File: src/rtl/mem_arbiter_pkg.sv
// Shared types for the two-port memory arbiter: FSM state encoding and the
// request record used both for the CPU pending slot and the memory port.
package mem_arbiter_pkg;

  localparam int ARB_ADDR_W = 27;

  typedef enum logic [1:0] {
    ARB_IDLE,
    ARB_CPU,
    ARB_BG
  } arb_state_t;

  typedef struct packed {
    logic [ARB_ADDR_W-1:0] addr;
    logic                  rnw;
    logic [7:0]            wdata;
  } mem_req_t;

endpackage

File: src/rtl/mem_arbiter.sv
// Arbitrates the external memory port between the CPU (priority) and a
// background requester, with a bounded-starvation guarantee for the latter.
module mem_arbiter
  import mem_arbiter_pkg::*;
#(
  parameter int ADDR_W      = ARB_ADDR_W,
  parameter int BG_MAX_WAIT = 4,
  parameter int CNT_W       = 3
) (
  input  logic              clk,
  input  logic              reset,
  input  logic              cpu_req,
  input  logic [ADDR_W-1:0] cpu_addr,
  input  logic              cpu_rnw,
  input  logic [7:0]        cpu_wdata,
  output logic [7:0]        cpu_rdata,
  output logic              cpu_wait,
  input  logic              bg_req,
  input  logic [ADDR_W-1:0] bg_addr,
  input  logic              bg_rnw,
  input  logic [7:0]        bg_wdata,
  output logic              bg_ack,
  output logic [7:0]        bg_rdata,
  output logic              mem_req,
  output logic [ADDR_W-1:0] mem_addr,
  output logic              mem_rnw,
  output logic [7:0]        mem_wdata,
  input  logic              mem_ack,
  input  logic [7:0]        mem_rdata
);

  localparam logic [CNT_W-1:0] MAX_CNT = CNT_W'(BG_MAX_WAIT);

  arb_state_t       state_reg;
  mem_req_t         pend_reg;
  logic             cpu_pend_reg;
  logic [CNT_W-1:0] starve_cnt_reg;
  mem_req_t         mem_reg;
  logic             mem_req_reg;
  logic [7:0]       cpu_rdata_reg;
  logic [7:0]       bg_rdata_reg;
  logic             bg_ack_reg;

  mem_req_t cpu_sel;
  mem_req_t bg_sel;
  logic     cpu_avail;
  logic     bg_force;

  // A fresh strobe in IDLE is granted on its own edge, bypassing the pending slot.
  always_comb begin
    cpu_sel   = cpu_pend_reg ? pend_reg : '{addr: cpu_addr, rnw: cpu_rnw, wdata: cpu_wdata};
    bg_sel    = '{addr: bg_addr, rnw: bg_rnw, wdata: bg_wdata};
    cpu_avail = cpu_pend_reg | cpu_req;
    bg_force  = bg_req && (starve_cnt_reg == MAX_CNT);
  end

  always_ff @(posedge clk) begin
    if (reset) begin
      state_reg      <= ARB_IDLE;
      pend_reg       <= '0;
      cpu_pend_reg   <= 1'b0;
      starve_cnt_reg <= '0;
      mem_reg        <= '0;
      mem_req_reg    <= 1'b0;
      cpu_rdata_reg  <= '0;
      bg_rdata_reg   <= '0;
      bg_ack_reg     <= 1'b0;
    end else begin
      bg_ack_reg <= 1'b0;

      // One-deep capture; a strobe while already pending is dropped.
      if (cpu_req && !cpu_pend_reg) begin
        cpu_pend_reg <= 1'b1;
        pend_reg     <= '{addr: cpu_addr, rnw: cpu_rnw, wdata: cpu_wdata};
      end

      case (state_reg)
        ARB_IDLE: begin
          if (cpu_avail && !bg_force) begin
            state_reg   <= ARB_CPU;
            mem_req_reg <= 1'b1;
            mem_reg     <= cpu_sel;
            if (!bg_req)
              starve_cnt_reg <= '0;
            else if (starve_cnt_reg != MAX_CNT)
              starve_cnt_reg <= starve_cnt_reg + 1'b1;
          end else if (bg_req) begin
            state_reg      <= ARB_BG;
            mem_req_reg    <= 1'b1;
            mem_reg        <= bg_sel;
            starve_cnt_reg <= '0;
          end else begin
            starve_cnt_reg <= '0;
          end
        end
        ARB_CPU: begin
          if (mem_ack) begin
            state_reg    <= ARB_IDLE;
            mem_req_reg  <= 1'b0;
            cpu_pend_reg <= 1'b0;
            if (mem_reg.rnw)
              cpu_rdata_reg <= mem_rdata;
          end
        end
        ARB_BG: begin
          if (mem_ack) begin
            state_reg    <= ARB_IDLE;
            mem_req_reg  <= 1'b0;
            bg_rdata_reg <= mem_rdata;
            bg_ack_reg   <= 1'b1;
          end
        end
        default: begin
          state_reg   <= ARB_IDLE;
          mem_req_reg <= 1'b0;
        end
      endcase
    end
  end

  assign cpu_wait  = cpu_pend_reg | (state_reg == ARB_CPU);
  assign cpu_rdata = cpu_rdata_reg;
  assign bg_ack    = bg_ack_reg;
  assign bg_rdata  = bg_rdata_reg;
  assign mem_req   = mem_req_reg;
  assign mem_addr  = mem_reg.addr;
  assign mem_rnw   = mem_reg.rnw;
  assign mem_wdata = mem_reg.wdata;

`ifndef SYNTHESIS
  cpu_req_while_pending: assert property (@(posedge clk) disable iff (reset) !(cpu_req && cpu_pend_reg))
    else $warning("cpu_req ignored: an access is already pending");
`endif

endmodule

File: config.mk
export PLATFORM = sky130hd
export DESIGN_NAME = mem_arbiter
export DESIGN_NICKNAME = d
export VERILOG_FILES = /design/src/rtl/mem_arbiter_pkg.sv /design/src/rtl/mem_arbiter.sv
export SDC_FILE = /design/constraint.sdc
export NUM_CORES = 1
export LEC_CHECK = 0
export BUFFER_PORTS_ARGS = -buffer_cell sky130_fd_sc_hd__buf_2
export CELL_PAD_IN_SITES_DETAIL_PLACEMENT = 0
export CELL_PAD_IN_SITES_GLOBAL_PLACEMENT = 1
export CORE_MARGIN = 4
export CORE_UTILIZATION = 37
export DETAILED_ROUTE_END_ITERATION = 10
export HOLD_SLACK_MARGIN = 0.03
export PLACE_DENSITY = 0.85
export SLEW_MARGIN = 10
export SYNTH_ARGS = -nofsm -noshare
export SYNTH_HDL_FRONTEND = slang
export SYNTH_SLANG_ARGS = --single-unit
File: constraint.sdc
create_clock -name clk -period 1.7 [get_ports clk]
set_input_delay 0.255 -clock clk [delete_from_list [all_inputs] [get_ports clk]]
set_output_delay 0.255 -clock clk [all_outputs]
set_load 0.005 [all_outputs]
==> metrics.txt, run 1 <==
outcome=finished clean; CTS clock-pin slew for the worst setup and hold paths=approximately 0.06 ns; share of cells above drive strength 1=0.303; Hold-fix buffers, CTS=0; gr usage total=0.179; Worst Setup SP=cpu_pend_reg; Critical Path Sink Type=output port; period utilization=0.952; Synth Instances=484; final hold viol count=0; WHS Path Cells=3; Antenna diodes=0; Slew @ Worst Pin=between 0.5 and 0.6 ns; post-layout total power=between 5 and 6 mW; Non-Filler Instances=between 700 and 800; #FFs+latches synth=between 90 and 100; CP arrival=1.36 ns; R2R Setup Slk=approximately 0.09 ns; min-delay src=cpu_addr[25]; R2R cell count=5; reg2reg start=state_reg[0]; Hold WC Path Type=primary input to flop; pin count of the biggest net entering global routing=46; initial DRC count=190; cts bufs inserted=9; vias per inst=about 5.3; Skew-Pair Late Insertion Delay=0.34 ns; Min Hold Slack=roughly 0.16 ns; final setup TNS=0 ns; Cell variety after synth=28; WS Path Type=flop to output port; FF-to-FF End=mem_addr[13]; clock skew=around 0.0057 ns; Max Fclk=618 MHz; critical path launch point type=flop; Initial Utilization=0.378; EDFF count, synth=0; Mapped Area=4310 µm²; number of fillers in the final layout=1,122; leakage power=around 2.5 nW; prevailing post-synth register cell=dfxtp_1; routed length per placed instance=around 16 µm; Die Wd=between 100 and 150 µm; Core Box Area=11,400 µm²; Slew HR=0.612; syn avg cell area=slightly below 9 µm²; Largest register FFs=36; GRT Residual Overflow=0; RSZ-0062 raised after global routing=false; drt total wl=about 12,000 µm; Max Slew Vio Count=0; Ports=140; Area growth syn-to-layout=27.9%; VDD IR max=~610 µV; MaxCap Viol Count=0; Post-layout nets=~700; vias=slightly below 4,000; Worst Hold End=pend_reg[34]; first-pass GRT wire length=18,900 µm; vias in the first global route=3,835; Clock Tree Buf Depth=2; post-synthesis sequential area ratio=0.446; Root Buffer=clkbuf_16; die height=116 µm; # DRC=0; TritonCTS clock tree=done; setup violators final=0; crit-path max FO=8; Crit path required time=1.44 ns; row cnt=39; die area=roughly 13,000 µm²; H-tree Lvls=3; Post-Syn Nets=574; Power Density=slightly above 1000 nW/µm²; initial antenna violation count=1; clk sinks=between 90 and 100; Async S/R FF share, synth=0; routability cong.=approximately 0.75; Final ANT Viol Nets=0; Tmin final=about 1.6 ns; synth warn=0; Initial DRT Pass Iterations=4; DP HPWL=around 8300 µm; PortBufs=between 100 and 150; placed cells=about 740
==> through the flow <==
step	cell area (µm²)	util	setup WS, ns
2_1_floorplan	4310	-	0.0938
3_3_place_gp	5210	0.456	0.0614
3_5_place_dp	5210	0.456	-0.0406
4_1_cts	5500	0.482	0.0434
5_1_grt	5520	0.483	0.00951
6_report	5520	0.483	0.0810
==> synthesized netlist by cell type (3+ instances only) <==
| master | n | area (µm²) |
|---|---|---|
| dfxtp_1 | 96 | 1920 |
| a32o_1 | 36 | 360 |
| nand4_1 | 4 | 25.0 |
| buf_4 | 3 | 22.5 |
| inv_1 | 4 | 15.0 |
| clkbuf_1 | 23 | 86.3 |
| ha_1 | 5 | 62.6 |
| nand2_1 | 83 | 312 |
| o21ai_0 | 3 | 15.0 |
| buf_6 | 3 | 33.8 |
| nand3_1 | 48 | 240 |
| buf_1 | 3 | 11.3 |
| nand2b_1 | 5 | 31.3 |
| nor2b_1 | 5 | 31.3 |
| a21oi_1 | 49 | 245 |
| nor2_1 | 11 | 41.3 |
| buf_2 | 14 | 70.1 |
| a21o_1 | 36 | 270 |
| mux2i_1 | 44 | 440 |
==> repair_timing <==
action	CTS	global route
pin swaps	1	0
cloned	1	0
resized for setup	2	3
endpoints found under the setup margin	36	6
buffers inserted	0	0
==> layer usage <==
| layer | GRT usage | wire length (µm) | vias to the layer above |
|---|---|---|---|
| met3 | 0.0507 | 923 | 15 |
| met5 | 0 | 13 | - |
| li1 | - | - | 1975 |
| met4 | 0.0696 | 191 | 2 |
| met2 | 0.284 | 5560 | 129 |
| met1 | 0.231 | 5270 | 1840 |
==> final cells by class <==
| cell class | count | area (µm²) | share of cell area |
|---|---|---|---|
| multi-input cells | 339 | 2210 | 0.401 |
| flip-flops and latches | 96 | 1920 | 0.349 |
| repair buffers | 156 | 911 | 0.165 |
| clock buffers | 10 | 239 | 0.0433 |
| well taps | 143 | 179 | 0.0324 |
| clock inverters | 6 | 35.0 | 0.00635 |
| inverters | 4 | 15.0 | 0.00272 |
==> cells in the final DEF (no fill, tap or decap), drive strengths merged <==
cell,count
dfxtp,96
clkbuf,10
and3,1
buf,156
nor4b,1
a32o,36
nand4,4
a21o,36
clkinv,4
nand3,48
a211o,1
o21ai,3
mux2i,44
ha,5
nor2b,5
clkinvlp,2
nand2b,5
or2,2
a31oi,1
o31ai,1
a21oi,50
or3,1
nand2,83
inv,4
nor2,12
==> kinds of logic after synthesis <==
group / Yosys count / synth area share
buf+inv: 50 / 0.0554
simple gates: 161 / 0.167
flops: 96 / 0.446
mux: 44 / 0.102
compound gates: 128 / 0.216
fa+ha+maj: 5 / 0.0145
==> critical path: stages, from the launching register on <==
cell and delay (ns):
dfxtp_2 0.38, buf_4 0.20, or2_2 0.30, buf_2 0.13
==> where the power goes <==
part | total (mW) | internal [mW] | switching, mW
logic | 1.15 | 0.556 | 0.596
registers | 2.58 | 2.46 | 0.116
clock network | 1.87 | 1.02 | 0.849
total | 5.60 | 4.04 | 1.56
==> worst max-delay path by stage <==
stage	slack, ns	end
floorplan	0.09	mem_addr[0]
global placement	0.06	mem_addr[5]
detailed placement	-0.04	mem_addr[13]
CTS	0.04	cpu_wait
global route	0.01	cpu_wait
finish	0.08	cpu_wait
Power figures use the tool's default switching activity.
==> run 2, diff against run 1 <==
SETUP_SLACK_MARGIN = 0.1   (was unset)
==> run 2 against run 1 <==
Non-clock buffer count is 2 higher. Die area stayed put. First-iteration DRC count is 23% higher. Sequential share of layout area is 0.26 points lower. Sequential cell count stayed put. Setup slack better by 0.017 ns. Hold slack hardly changed. Maximum frequency is 1.1% higher. Clock skew is 0.0011 ns lower. Cell count is 0.27% higher. Via count stayed put.
==> metrics.txt, run 2 (synthesis results as in run 1) <==
initial antenna violation count=1 (unchanged); drt total wl=12,000 µm (about the same); share of cells above drive strength 1=0.307 (+0.00391); Die Wd=116 µm (unchanged); VDD IR max=575 µV (-6.2%); period utilization=0.942 (-0.00990); Net Switching=1.57 mW (+0.53%); commonest non-fill, non-tap cell in the layout=buf_2; Clock Tree Buf Depth=2 (unchanged); leakage power=2.52 nW (+0.70%); cts bufs inserted=9 (unchanged); outcome=finished clean; initial DRC count=233 (+23%); Non-Filler Instances=756 (+0.27%); Bufs and invs on worst path=2 (unchanged); Critical Path Sink Type=output port; die height=116 µm (unchanged); FF-to-FF End=state_reg[1]; clk sinks=96 (unchanged); R2R cell count=6 (+1); R2R Setup Slk=0.16 ns (+0.07 ns); WS Path Type=flop to output port; die area=13,400 µm² (unchanged); Slew @ Worst Pin=0.459 ns (-0.121 ns); first-pass GRT wire length=18,900 µm (-0.15%); DP HPWL=8330 µm (unchanged); Post-Route Utilization=0.487 (+0.00427); number of fillers in the final layout=1,117 (-0.45%); gr usage total=0.179 (-0.000326); Max Slew Vio Count=0 (unchanged); # DRC=0 (unchanged); Initial DRT Pass Iterations=4 (unchanged); Max Fclk=624 MHz (+1.1%); routed length per placed instance=15.8 µm (-0.21%); clock skew=0.00462 ns (-0.00110 ns); CP arrival=1.35 ns (about the same); reg2reg start=state_reg[0]; Crit path depth=3 (unchanged); Seq pwr share=0.458 (-0.003); final hold viol count=0 (unchanged); TritonCTS clock tree=done; Slew HR=0.694 (+0.0819); vias=3,961 (unchanged); CP delay by family, top=flip-flops; Largest register FFs=36 (unchanged); placed cells=737 (unchanged); Power Density=1010 nW/µm² (-0.27%); Hold WC Path Type=primary input to flop; setup violators final=0 (unchanged); cell area after layout=5570 µm² (+0.88%); Placed Area=5210 µm² (unchanged); Post-layout nets=698 (+0.29%); critical path's largest stage delay=0.38 ns (about the same); Hold-fix buffers, CTS=0 (unchanged); Core Box Area=11,400 µm² (unchanged); power share of the clock group=0.332 (-0.002); Power Internal=4.06 mW (+0.65%); Root Buffer=clkbuf_16; crit-path max FO=8 (unchanged); Critical Path Sink=cpu_wait; pin count of the biggest net entering global routing=46 (unchanged); Skew-Pair Late Insertion Delay=0.34 ns (about the same); Tmin final=1.60 ns (-0.0168 ns); commonest cells after routing, fill and taps aside=buf_2, dfxtp_1, nand2_1, a21oi_1, nand3_1; Comb pwr share=0.210 (+0.004); routability cong.=0.749 (unchanged); row cnt=39 (unchanged); crit path max-delay cell type=dfxtp_4; critical path launch point type=flop; Final ANT Viol Nets=0 (unchanged); GRT Residual Overflow=0 (unchanged); Antenna diodes=0 (unchanged); Initial Utilization=0.378 (unchanged); CP Cell Sequence=buf_4 -> or2_2 -> buf_2; MaxCap Viol Count=0 (unchanged); vias per inst=5.24 (-0.26%); H-tree Lvls=3 (unchanged); vias in the first global route=3,846 (+0.29%); Ports=140 (unchanged); PortBufs=139 (unchanged); Worst Setup SP=cpu_pend_reg; Sw Share=0.278 (about the same); CTS clock-pin slew for the worst setup and hold paths=0.06 ns (about the same); RSZ-0062 raised after global routing=true; Area growth syn-to-layout=29.0%; Crit path required time=1.44 ns (about the same)
run 2: cell count changes in the layout (fill, tap and decap cells not counted):
| cell | previous run | this run |
|---|---|---|
| ha_2 | 0 | 1 |
| ha_1 | 5 | 4 |
| buf_6 | 0 | 1 |
| dfxtp_2 | 2 | 1 |
| buf_12 | 7 | 9 |
| buf_4 | 10 | 9 |
| dfxtp_4 | 0 | 1 |
run 2: how the worst min path moves through the flow:
stage,slack (ns),startpoint,end,depth (start not counted)
after detailed placement,0.45,pend_reg[0],pend_reg[0],2
after global routing,0.15,cpu_wdata[0],pend_reg[0],3
after floorplan,0.39,cpu_wdata[0],pend_reg[0],2
after global placement,0.44,bg_rdata[4],bg_rdata[4],2
after CTS,0.14,cpu_wdata[0],pend_reg[0],3
final,0.16,cpu_addr[25],pend_reg[34],3
run 2: routing by layer:
| metal | up-vias | part of all wire | global-route usage |
|---|---|---|---|
| met2 | 128 | 0.46 | 0.285 |
| met4 | 2 | 0.018 | 0.0688 |
| met5 | - | 0.00067 | 0 |
| li1 | 1987 | - | - |
| met3 | 17 | 0.082 | 0.0507 |
| met1 | 1827 | 0.44 | 0.230 |
run 2: repair_timing:
| item | 4_1_cts | 5_1_grt |
|---|---|---|
| endpoints found under the hold margin | 0 | 0 |
| gates resized for setup | 4 | 4 |
| setup endpoints to repair | 39 | 39 |
| pin swaps | 1 | 2 |
| buffers inserted | 0 | 2 |
| cloned | 1 | 0 |
run 2: per-stage QoR:
stage / TNS, ns / setup WS, ns / power, mW / hold slack [ns]
after global routing: 0 / 0.0430 / 5.95 / 0.153
after global placement: 0 / 0.0614 / 3.72 / 0.441
after CTS: 0 / 0.0725 / 5.68 / 0.141
final: 0 / 0.0978 / 5.63 / 0.157
after detailed placement: -0.833 / -0.0406 / 3.75 / 0.447
after floorplan: 0 / 0.0938 / 3.29 / 0.391
run 2: layout make-up:
class                      instances  area, µm²  area share
clock inverter                     6       35.0     0.00629
sequential                        96       1930       0.346
multi-input combinational        339       2220       0.398
tap                              143        179      0.0321
inverter                           4       15.0     0.00270
timing repair buffer             158        955       0.172
clock buffer                      10        239      0.0429
run 2: power groups by stage:
stage | Clock, mW | Combinational (mW) | Sequential [mW]
2_1_floorplan | 0 | 0.671 | 2.62
3_3_place_gp | 0 | 1.10 | 2.62
3_5_place_dp | 0 | 1.13 | 2.63
4_1_cts | 1.95 | 1.16 | 2.58
5_1_grt | 2.03 | 1.32 | 2.60
6_report | 1.87 | 1.18 | 2.58
run 2: worst min-delay path, stage by stage:
cell	delay (ns)
buf_2	0.10
nand2_1	0.05
a21oi_1	0.05
==> run 3, diff against run 2 <==
ABC_AREA = 1   (was unset)
CORE_UTILIZATION = 35   (was 37)
PLACE_DENSITY = 0.86   (was 0.85)
==> run 3 against run 2 <==
Hold slack got worse by 0.0043 ns. Synthesized cell count rose by 45%. Combinational power rose by 19%. Clock-buffer cell count rose by 3. Highest routed layer unchanged. Total power rose by 5.2%. Critical path type is now flop to flop.
==> metrics.txt, run 3 <==
Final ANT Viol Nets=0 (unchanged); power share of the clock group=0.325 (-0.007); routability cong.=0.784 (+4.7%); Core Box Area=12,700 µm² (+11%); Clock Tree Buf Depth=2 (unchanged); met1 GRT Util=0.217 (-0.0122); clk sinks=96 (unchanged); global routing's busiest layer=met2; commonest non-fill, non-tap cell in the layout=nand2_1; FF-to-FF End=mem_addr[20]; number of fillers in the final layout=1,388 (+24%); Largest register FFs=36 (unchanged); outcome=finished clean; Register Area=1930 µm² (unchanged); GR Util met3=0.0599 (+0.00924); CTS clock-pin slew for the worst setup and hold paths=0.07 ns (about the same); R2R Setup Slk=0.19 ns (+0.03 ns); #FFs+latches synth=96 (unchanged); Slew HR=0.619 (-0.0747); Area growth syn-to-layout=27.1%; grt met2 use=0.270 (-0.0142); die height=122 µm (+5.1%); Hold WC Path Type=primary input to flop; Root Buffer=clkbuf_16; worst setup margin=0.194 ns (+0.0962 ns); Post-Route Utilization=0.455 (-0.0326); routed length per placed instance=12.4 µm (-22%); post-synthesis sequential area ratio=0.424 (-0.0219); GRT Residual Overflow=0 (unchanged); RSZ-0062 raised after global routing=true; Non-Filler Instances=1,009 (+33%); leakage power=3.01 nW (+19%); most common cell in the netlist=nand2_1; crit-path max FO=17 (+9); DP HPWL=8650 µm (+3.8%); Initial DRT Pass Iterations=4 (unchanged); Power Density=1030 nW/µm² (+1.6%); min-delay src=cpu_addr[6]; clock skew=0.00556 ns (+0.000942 ns); Seq pwr share=0.439 (-0.019); period utilization=0.886 (-0.0566); Antenna diodes=0 (unchanged); synth warn=0 (unchanged); Die Wd=122 µm (+5.1%); initial antenna violation count=1 (unchanged); Setup WS pre-CTS=0.142 ns (+0.183 ns); die area=14,800 µm² (+10%); final hold viol count=0 (unchanged); R2R cell count=8 (+2); cell area after layout=5760 µm² (+3.6%); vias per inst=4.40 (-16%); VDD IR max=511 µV (-11%); Skew-Pair Late Insertion Delay=0.35 ns (about the same); PortBufs=139 (unchanged); Critical Path Sink Type=flop; Hold-fix buffers, CTS=0 (unchanged); first-pass GRT wire length=20,100 µm (+6.4%); Post-Syn Nets=790 (+38%); Max Fclk=664 MHz (+6.4%); placed cells=990 (+34%); Placed Area=5410 µm² (+3.9%); Tmin final=1.51 ns (-0.0962 ns); Net Switching=1.78 mW (+13%); post-synth top area share=0.424 (-0.0219); area of the multi-input gates=2070 µm² (-6.5%); initial DRC count=197 (-15%); Comb pwr share=0.236 (+0.026); Cell variety after synth=22 (-21%); Crit path required time=1.95 ns (+0.51 ns); MaxCap Viol Count=0 (unchanged); synth cell count leaders=nand2_1, dfxtp_1, inv_1; Ports=140 (unchanged); Max Slew Vio Count=0 (unchanged); Sw Share=0.300 (+0.0218); Min Hold Slack=0.152 ns (-0.00429 ns); Post-layout nets=923 (+32%); post-layout total power=5.92 mW (+5.2%); top cell type by total area after synthesis=dfxtp_1; final setup TNS=0 ns (unchanged); H-tree Lvls=3 (unchanged); row cnt=41 (+5.1%); reg2reg start=state_reg[0]; critical path launch point type=flop; cts bufs inserted=9 (unchanged); CP arrival=1.75 ns (+0.40 ns); pin count of the biggest net entering global routing=43 (-6.5%); share of cells above drive strength 1=0.227 (-0.0797); Critical Path Sink=mem_addr[20]; WS Path Type=flop to flop; vias in the first global route=4,135 (+7.5%); drt total wl=12,500 µm (+4.2%); setup violators final=0 (unchanged); TritonCTS clock tree=done; prevailing post-synth register cell=dfxtp_1; Slew @ Worst Pin=0.570 ns (+0.111 ns); EDFF count, synth=0 (unchanged); vias=4,437 (+12%); gr usage total=0.171 (-0.00765); Synth Instances=700 (+45%); Power Internal=4.15 mW (+2.0%); Async S/R FF share, synth=0 (unchanged); syn avg cell area=6.48 µm² (-27%); Worst Setup SP=state_reg[0]; # DRC=0 (unchanged); main area contributors after synthesis=dfxtp_1, nand2_1, a21oi_1; Mapped Area=4540 µm² (+5.2%); commonest cells after routing, fill and taps aside=nand2_1, buf_2, dfxtp_1, inv_1, a21oi_1; Initial Utilization=0.358 (-0.0198)
[run 3: cell count changes in the layout (fill, tap and decap cells not counted), sizes merged, moves of 4 or more]
cell / delta
nor2b: -5
a32o: -36
nand2b: -5
o21ai: +25
a21o: -36
buf: +4
mux2i: -44
a21oi: +33
clkbuf: +4
nand2: +192
inv: +83
nand4: -4
nor2: +21
[run 3: final cells by class]
class,instances,area share
clock buffer,13,0.0452
clock inverter,2,0.00261
inverter,88,0.0573
multi-input combinational,475,0.360
sequential,96,0.334
tap,172,0.0373
timing repair buffer,163,0.164
[run 3: worst min path at each step]
| stage | to | slack [ns] | cells after the start |
|---|---|---|---|
| after global routing | pend_reg[23] | 0.15 | 3 |
| after floorplan | pend_reg[30] | 0.40 | 2 |
| after global placement | cpu_rdata[3] | 0.45 | 2 |
| final | pend_reg[15] | 0.15 | 3 |
| after detailed placement | pend_reg[8] | 0.45 | 2 |
| after CTS | pend_reg[6] | 0.14 | 3 |
[run 3: logic make-up (layout without fill, tap and decap cells)]
| kind of cell | Yosys count | in the layout | share of synthesized area |
|---|---|---|---|
| fa+ha+maj | 5 | 5 | 0.0138 |
| compound gates | 113 | 113 | 0.128 |
| flops | 96 | 96 | 0.424 |
| simple gates | 357 | 357 | 0.312 |
| buf+inv | 129 | 266 | 0.122 |
[run 3: metal layers]
metal | share of wire | routed length (µm)
met4 | 0.019 | 232
met1 | 0.47 | 5920
met5 | 0.00056 | 7
met2 | 0.44 | 5480
met3 | 0.067 | 833
[run 3: worst max-delay path, stage by stage, from the launching register on]
cell     delay [ns]
dfxtp_1        0.33
inv_1          0.10
ha_2           0.26
inv_2          0.08
a21oi_4        0.15
buf_4          0.25
nand2_1        0.08
nor2_1         0.11
nor2_1         0.04
[run 3: power by group through the flow]
stage	logic, mW	clock network [mW]	registers, mW
finish	1.40	1.93	2.60
global route	1.61	2.08	2.63
CTS	1.39	1.99	2.60
detailed placement	1.38	0	2.65
global placement	1.37	0	2.65
floorplan	0.868	0	2.65
[run 3: timing repair]
action / 4_1_cts / 5_1_grt
pin swaps: 0 / 0
setup endpoints to repair: 1 / 23
setup buffers: 1 / 2
gates resized for setup: 4 / 6
cloned: 0 / 1
